[src/rtl/muldiv_pkg.sv]
// Shared types and constants for the iterative HI/LO multiply/divide unit.
package muldiv_pkg;

  typedef enum logic [1:0] {
    OP_MULT  = 2'b00,
    OP_MULTU = 2'b01,
    OP_DIV   = 2'b10,
    OP_DIVU  = 2'b11
  } op_t;

  typedef enum logic [1:0] {
    S_IDLE = 2'b00,
    S_CALC = 2'b01,
    S_FIX  = 2'b10
  } state_t;

  localparam int ITER_COUNT = 32;
  localparam int CNT_W      = 5;

endpackage

[src/rtl/hilo_muldiv_unit.sv]
// Iterative multiply/divide unit with architectural HI/LO registers.
// One result bit per cycle over 32 CALC cycles, then a FIX cycle applies
// sign correction and writes HI/LO. Signed ops work on magnitudes.
module hilo_muldiv_unit
  import muldiv_pkg::*;
#(
  parameter int WIDTH = 32
) (
  input  logic             clk,
  input  logic             rst_n,
  input  logic             start,
  input  logic [1:0]       op,
  input  logic [WIDTH-1:0] rs_data,
  input  logic [WIDTH-1:0] rt_data,
  input  logic             mthi,
  input  logic             mtlo,
  output logic             busy,
  output logic             done,
  output logic [WIDTH-1:0] hi,
  output logic [WIDTH-1:0] lo
);

  state_t               state;
  state_t               next_state;
  logic [CNT_W-1:0]     count;
  op_t                  op_q;
  logic                 neg_q;     // negate product / quotient
  logic                 neg_r;     // negate remainder (dividend was negative)
  logic [WIDTH-1:0]     operand_b; // multiplicand or divisor magnitude
  logic [2*WIDTH-1:0]   acc;       // {upper, lower} shift register pair

  logic                 is_div;
  logic                 is_signed;
  logic                 a_neg;
  logic                 b_neg;
  logic [WIDTH+1:0]     add_x;
  logic [WIDTH+1:0]     add_y;
  logic [WIDTH+1:0]     add_sum;
  logic [2*WIDTH-1:0]   prod_fix;
  logic [WIDTH-1:0]     quo_fix;
  logic [WIDTH-1:0]     rem_fix;

  assign busy = (state != S_IDLE);

  // Operand sign decode at launch; unsigned ops never negate.
  assign is_signed = ~op[0];
  assign a_neg     = is_signed & rs_data[WIDTH-1];
  assign b_neg     = is_signed & rt_data[WIDTH-1];
  assign is_div    = (op_q == OP_DIV) || (op_q == OP_DIVU);

  // Shared adder/subtractor: multiply adds the multiplicand to the upper half,
  // divide subtracts the divisor from the left-shifted partial remainder
  // (which needs WIDTH+1 bits, hence the extra bit taken from acc).
  always_comb begin
    add_x   = is_div ? {1'b0, acc[2*WIDTH-1:WIDTH-1]} : {2'b00, acc[2*WIDTH-1:WIDTH]};
    add_y   = is_div ? ~{2'b00, operand_b} : {2'b00, operand_b};
    add_sum = add_x + add_y + {{(WIDTH+1){1'b0}}, is_div};
  end

  assign prod_fix = neg_q ? (~acc + 1'b1) : acc;
  assign quo_fix  = neg_q ? (~acc[WIDTH-1:0] + 1'b1) : acc[WIDTH-1:0];
  assign rem_fix  = neg_r ? (~acc[2*WIDTH-1:WIDTH] + 1'b1) : acc[2*WIDTH-1:WIDTH];

  // State register.
  always_ff @(posedge clk) begin
    if (!rst_n) state <= S_IDLE;
    else        state <= next_state;
  end

  // Next-state logic: launch, iterate until the counter expires, then fix up.
  always_comb begin
    next_state = state;
    case (state)
      S_IDLE:  if (start) next_state = S_CALC;
      S_CALC:  if (count == '0) next_state = S_FIX;
      S_FIX:   next_state = S_IDLE;
      default: next_state = S_IDLE;
    endcase
  end

  // Datapath: operand capture at launch and one shift/add step per CALC cycle.
  always_ff @(posedge clk) begin
    if (!rst_n) begin
      count     <= '0;
      op_q      <= OP_MULT;
      neg_q     <= 1'b0;
      neg_r     <= 1'b0;
      operand_b <= '0;
      acc       <= '0;
    end else if (state == S_IDLE && start) begin
      count     <= CNT_W'(ITER_COUNT - 1);
      op_q      <= op_t'(op);
      neg_q     <= a_neg ^ b_neg;
      neg_r     <= a_neg;
      operand_b <= b_neg ? (~rt_data + 1'b1) : rt_data;
      acc       <= {{WIDTH{1'b0}}, (a_neg ? (~rs_data + 1'b1) : rs_data)};
    end else if (state == S_CALC) begin
      count <= count - 1'b1;
      if (is_div) begin
        // Restoring step: keep the difference only when it did not borrow.
        if (!add_sum[WIDTH+1]) acc <= {add_sum[WIDTH-1:0], acc[WIDTH-2:0], 1'b1};
        else                   acc <= {acc[2*WIDTH-2:0], 1'b0};
      end else begin
        // Shift-add, LSB first: the multiplier drains out of the lower half.
        if (acc[0]) acc <= {add_sum[WIDTH:0], acc[WIDTH-1:1]};
        else        acc <= {1'b0, acc[2*WIDTH-1:1]};
      end
    end
  end

  // HI/LO: written on FIX, or by moves in IDLE when no operation is launched.
  always_ff @(posedge clk) begin
    if (!rst_n) begin
      hi <= '0;
      lo <= '0;
    end else if (state == S_FIX) begin
      if (is_div) begin
        hi <= rem_fix;
        lo <= quo_fix;
      end else begin
        hi <= prod_fix[2*WIDTH-1:WIDTH];
        lo <= prod_fix[WIDTH-1:0];
      end
    end else if (state == S_IDLE && !start) begin
      if (mthi) hi <= rs_data;
      if (mtlo) lo <= rs_data;
    end
  end

  // Completion pulse in the cycle after the FIX write.
  always_ff @(posedge clk) begin
    if (!rst_n) done <= 1'b0;
    else        done <= (state == S_FIX);
  end

endmodule
[config.mk]
export PLATFORM = sky130hd
export DESIGN_NAME = hilo_muldiv_unit
export DESIGN_NICKNAME = d
export VERILOG_FILES = /design/src/rtl/muldiv_pkg.sv /design/src/rtl/hilo_muldiv_unit.sv
export SDC_FILE = /design/constraint.sdc
export NUM_CORES = 1
export LEC_CHECK = 0
export BUFFER_PORTS_ARGS = -buffer_cell sky130_fd_sc_hd__buf_2
export CORE_AREA = 5 5 204 206
export CTS_BUF_LIST = sky130_fd_sc_hd__clkbuf_16
export DETAILED_ROUTE_END_ITERATION = 7
export DIE_AREA = 0 0 209 211
export GPL_TIMING_DRIVEN = 0
export PLACE_DENSITY = 0.59
export RECOVER_POWER = 25
export SLEW_MARGIN = 20
export SYNTH_ARGS = -nofsm -noshare
export SYNTH_HDL_FRONTEND = slang
export SYNTH_SLANG_ARGS = --single-unit
[constraint.sdc]
create_clock -name clk -period 12.65 [get_ports clk]
set_input_delay 0.6325 -clock clk [delete_from_list [all_inputs] [get_ports clk]]
set_output_delay 0.6325 -clock clk [all_outputs]
set_load 0.02 [all_outputs]
-- Yosys cells after proc, flatten, opt, wreduce, memory -nomap -nowiden
Cells that the tools add are included.
- eq/ne operators: 6
- muxes and demuxes: 25
- bitwise operators: 11
- $add $sub $neg: 8
- reductions and logical operators: 15
- operators with widths (operator ; number):
    32-bit two-way mux ; 14
    64-bit two-way mux ; 4
    32-bit by 1-bit adder with 32-bit output, second input constant ; 4
    32-bit inverter ; 4
    64-bit by 1-bit adder with 64-bit output, second input constant ; 1
    64-bit inverter ; 1
    33-bit by 34-bit adder with 34-bit output ; 1
    34-bit by 1-bit adder with 34-bit output ; 1
    34-bit two-way mux ; 1
    32-bit inverter with 34-bit output ; 1
    33-bit two-way mux ; 1
    5-bit two-way mux ; 2
    2-bit nonzero test ; 5
    2-bit equality test, second input constant ; 3
    2-bit AND reduction ; 3
    5-bit zero test ; 1
    5-bit by 1-bit subtractor with 5-bit output, second input constant ; 1
    2-bit two-way mux ; 2
    2-bit inequality test, second input constant ; 2
    2-bit case mux with 2 select lines ; 1
    1-bit bitwise AND ; 2
    2-bit by 1-bit equality test with 1-bit output, second input constant ; 1
    1-bit logical AND ; 2
    2-bit zero test ; 1
    other kinds (5) ; 6
- input bits: 71
- output and inout bits: 66
- flip-flop bits (word level): 172

-- Longest topological paths before layout
- depth in word-level cells: 9
- depth in mapped cells: 18

-- Worst setup path before layout
OpenSTA, ideal clock, no wires.
- path type: flip-flop to flip-flop
- start point: register op_q[1]
- end point: register acc[34]
- arrival: 4.525 ns
- cell stages (with the launch flop): 18
- setup time: 0.116 ns
- path slack: 8.010 ns
- required time: 12.534 ns
- buffers on the path: 7
- period minus slack after synthesis: 4.640 ns
- path through: dfxtp_1 -> clkbuf_1 -> clkbuf_1 -> buf_1 -> clkbuf_1 -> buf_1 -> mux2_2 -> ha_1 -> clkbuf_1 -> nand2_1 -> o21ai_0 -> nor3_1 -> a311oi_2 -> a21bo_2 -> buf_2 -> mux2_2 -> a21oi_1 -> nor2_1
- longest elaborated chain between the ends: 7
- ends and longest elaborated chain (element ; RTL line ; source):
    from (decl) ; hilo_muldiv_unit.sv:26 ; op_t op_q;
    from (signal assigned) ; hilo_muldiv_unit.sv:92 ; op_q <= op_t'(op);
    2-bit equality test ; hilo_muldiv_unit.sv:49 ; assign is_div = (op_q == OP_DIV) || (op_q == OP_DIVU);
    1-bit logical OR * ; hilo_muldiv_unit.sv:49 ;
    33-bit two-way mux or 34-bit two-way mux (tied branches) ; hilo_muldiv_unit.sv:55, hilo_muldiv_unit.sv:56 ;
    33-bit by 34-bit adder with 34-bit output ; hilo_muldiv_unit.sv:57 ; add_sum = add_x + add_y + {{(WIDTH+1){1'b0}}, is_div};
    34-bit by 1-bit adder with 34-bit output ; hilo_muldiv_unit.sv:57 ;
    64-bit two-way mux, on equally long branches ; hilo_muldiv_unit.sv:105, hilo_muldiv_unit.sv:101 ;
    64-bit two-way mux * ; hilo_muldiv_unit.sv:99 ; if (is_div) begin
    to (signal assigned) ; hilo_muldiv_unit.sv:101 ; if (!add_sum[WIDTH+1]) acc <= {add_sum[WIDTH-1:0], acc[WIDTH-2:0], 1'b1};
    to (signal assigned) ; hilo_muldiv_unit.sv:105 ; if (acc[0]) acc <= {add_sum[WIDTH:0], acc[WIDTH-1:1]};
    to (signal assigned) ; hilo_muldiv_unit.sv:106 ; else acc <= {1'b0, acc[2*WIDTH-1:1]};
    to (decl) ; hilo_muldiv_unit.sv:30 ; logic [2*WIDTH-1:0] acc;
Every way passes the cells marked *; elsewhere a longest branch is shown, timed or not.
A chain may end at the register's enable or synchronous reset.

-- Final worst setup path
- start point: register op_q[1]
- end point: register acc[60]
The elaborated chain is that of the path after synthesis.

==> key figures <==
Clock tree
  – Cts hold-fix bufs: 0
  – Longest Clk Path Bufs: 2
  – Postcts setup bufs: 0
  – CTS tree: built
  – Max H-tree Level: 4
  – Clk sinks: approximately 170
  – CTS resizes: 0
  – Worst skew pair latency: 0.47 ns
  – Clock root cell: clkbuf_16
  – Clock-pin slew on the worst setup and hold paths: 0.07 ns
  – Number of buffers created by CTS: 17

Drt
  – Vias per cell: approximately 5.9
  – Drt pass-1 iters: 8
  – Total number of vias: between 10000 and 15000
  – Drt wl/cell: between 20 and 25 um
  – DRC viols: 2
  – Starting DRT DRC Count: 1413
  – Post-DRT Antenna Nets: 0
  – Drt total wl: 55850 um

Power
  – Pwr Density: 112.6 nW/um^2
  – IR drop worst, VDD: around 76 uV
  – LEAKAGE: between 5 and 6 nW
  – Pwr Total: ~1.7 mW

STA
  – Final Max Slew Viols: 0
  – Setup TNS Final: 0 ns
  – Final worst-path cycle share: about 55%
  – Crit path time final: about 7.0 ns
  – Clock Skew: roughly 0.016 ns
  – Max-slew headroom: 22.87%
  – Tightest Pin Transition: about 1.1 ns
  – Achievable clock frequency: ~0.14 GHz
  – RSZ-0062 raised after global routing: false
  – Finish-stage setup viols: 0
  – Hold Violations, Final: 0
  – Fin worst setup slack: around 5.7 ns

Die
  – Die boundary width: ~210 um
  – IO Pins: ~140
  – Die area: about 44000 um^2
  – Initial Utilization: 34.56%
  – Core area: 39460 um^2
  – Row Count: 73
  – Die height: between 200 and 250 um

Critical path
  – Worst R2R Path Depth: 18
  – Crit path kind: flop to flop
  – Register-to-Register Setup Slack: roughly 5.7 ns
  – CP Data Required Time: ~13 ns
  – WP data arrival: between 7 and 8 ns
  – CP max FO: 10
  – R2r endpoint: acc[60]
  – Worst setup SP type: flop
  – Worst setup endpoint: acc[60]
  – Crit path from: op_q[1]
  – R2r startpoint: op_q[1]
  – Crit end category: flop

Finish
  – Layout cells sized above 1: roughly 9.8%
  – Non-Filler Instances: 2476
  – Layout Utilization: about two fifths
  – Syn-to-layout area delta: 13.28%
  – Layout Nets: between 2000 and 2500
  – Number of diodes: 0

Global route
  – First-pass GRT wire length: approximately 85000 um
  – Initial antenna violation count: 0
  – Tot GR Track Use: 24.40%
  – Number of global-route vias before repair: 13830
  – GRT overflow: 0
  – Pin count of the biggest net entering global routing: 17

Synthesis
  – Synth Cell Area: approximately 14000 um^2
  – Sequential fraction of the synthesis area: around 25%
  – Post-synth EDFFs: 0
  – Cells after synthesis: about 1800
  – Synth Register Bits: between 150 and 200
  – Unique masters post-synth: between 80 and 90
  – Top FF cell, synth: dfxtp_1
  – Post-synth ARST share: 0%
  – Mapped Nets: 1894
  – Avg Cell Area, Syn: ~7.6 um^2
  – Yosys warns: 0

Place
  – Gp weighted congestion: slightly below 1
  – Placed Instances: 2444
  – Detailed placement HPWL: approximately 44000 um
  – Setup Slack @ Placement: a little under 6 ns
  – Count of input and output buffers: 134

Run status
  – Status: finished, violations left
  – Failing checks: design-rule violations

Flow run
  – Max Cap Viol: 0

Min path
  – Hold wc startpoint: op[1]
  – Hold WC Path Type: primary input to flop
[layout by cell type (no fill, tap or decap), types with 16 or more instances in the layout]
master	synthesis	routed
a21oi_1	162	162
nand3_1	32	32
mux2_2	31	31
nand2_1	155	155
or3_1	20	20
mux2i_1	49	49
xnor2_1	73	73
o211ai_1	20	20
a211oi_1	108	108
o31ai_1	25	25
o21ai_0	110	110
buf_2	3	78
nand2b_1	16	16
inv_1	30	32
nor4_1	16	16
nor2_1	182	182
clkbuf_1	115	174
buf_6	16	16
dfxtp_1	171	171
xor2_1	102	102
nor3_1	36	36
nand4_1	18	18
a31oi_1	26	26
ha_1	37	37
clkbuf_16	0	17
o41ai_1	20	20
[metrics by stage]
step	hold slack [ns]	area [um^2]
3_5_place_dp	0.4467	14960
4_1_cts	0.4098	15520
6_report	0.4211	15450
3_3_place_gp	0.4419	14960
2_1_floorplan	0.4443	13640
5_1_grt	0.4120	15450
[worst min-delay path by stage]
| stage | slack, ns | endpoint | depth (start not counted) |
|---|---|---|---|
| CTS | 0.41 | op_q[1] | 3 |
| floorplan | 0.44 | operand_b[20] | 2 |
| detailed placement | 0.45 | hi[31] | 2 |
| finish | 0.42 | op_q[1] | 3 |
| global placement | 0.44 | hi[26] | 2 |
| global route | 0.41 | op_q[1] | 3 |
[flip-flops by register name, summed over array words and instances (netlist names)]
signal / count
neg_r: 1
op_q: 1
state: 2
count: 5
operand_b: 32
neg_q: 1
acc: 64
done: 1
hi: 32
lo: 32
[Yosys cell counts, drive strengths merged, types with 26 or more instances]
library cell  count  area share, %
nor2            182            5.0
dfxtp           171             25
a21oi           162            5.9
nand2           155            4.3
clkbuf          117            3.3
o21ai           111            4.1
a211oi          108            5.9
xor2            102            6.6
xnor2            73            4.7
mux2i            49            3.6
buf              40            2.3
ha               37            3.4
nor3             36            1.3
nand3            32            1.2
inv              31           0.85
mux2             31            2.6
a31oi            26            1.2
o31ai            26            1.5
[power breakdown]
part | total [mW] | internal (mW) | switching, mW
sequential | 0.621 | 0.581 | 0.0398
clock | 0.534 | 0.287 | 0.248
combinational | 0.584 | 0.197 | 0.386
total | 1.74 | 1.07 | 0.674
[critical path, stage by stage (launching register included)]
cell	delay (ns)
dfxtp_1	0.31
clkbuf_1	0.44
clkbuf_1	0.52
buf_1	0.67
clkbuf_1	0.63
buf_1	0.51
mux2_2	0.43
ha_1	0.28
clkbuf_1	0.39
a21oi_1	0.16
o21ai_0	0.43
nor3_1	0.12
a311oi_2	0.63
a21boi_1	0.19
clkbuf_1	0.30
buf_1	0.37
nand2_1	0.14
o21ai_0	0.09
o211a_1	0.24
[metal layers]
layer	vias to the layer above	wire, um	track usage, %
met2	672	25200	39.73
met4	0	1672	7.876
met1	6934	24910	33.63
met3	106	4077	3.297
li1	6838	-	-
met5	-	0	0
[cells by family (layout without fill, tap and decap cells)]
family / after synthesis / after routing / synth area share (%)
adders and majority gates: 38 / 38 / 3.542
AOI/OAI and AO/OA: 586 / 586 / 28.21
muxes: 80 / 80 / 6.157
buffers and inverters: 188 / 354 / 6.441
xor gates and xnor gates: 175 / 175 / 11.24
DFF: 171 / 171 / 25.11
and+or+nand+nor: 547 / 547 / 19.31
[layout make-up]
type | count | area [um^2]
Sequential cell | 171 | 3423
Clock buffer | 17 | 425.4
Timing Repair Buffer | 134 | 596.8
Fill cell | 4259 | 24010
Inverter | 31 | 116.4
Clock inverter | 15 | 131.4
Buffer | 157 | 762.0
Tap cell | 525 | 656.9
Multi-Input combinational cell | 1426 | 9334
(Power assumes the default switching activity.)
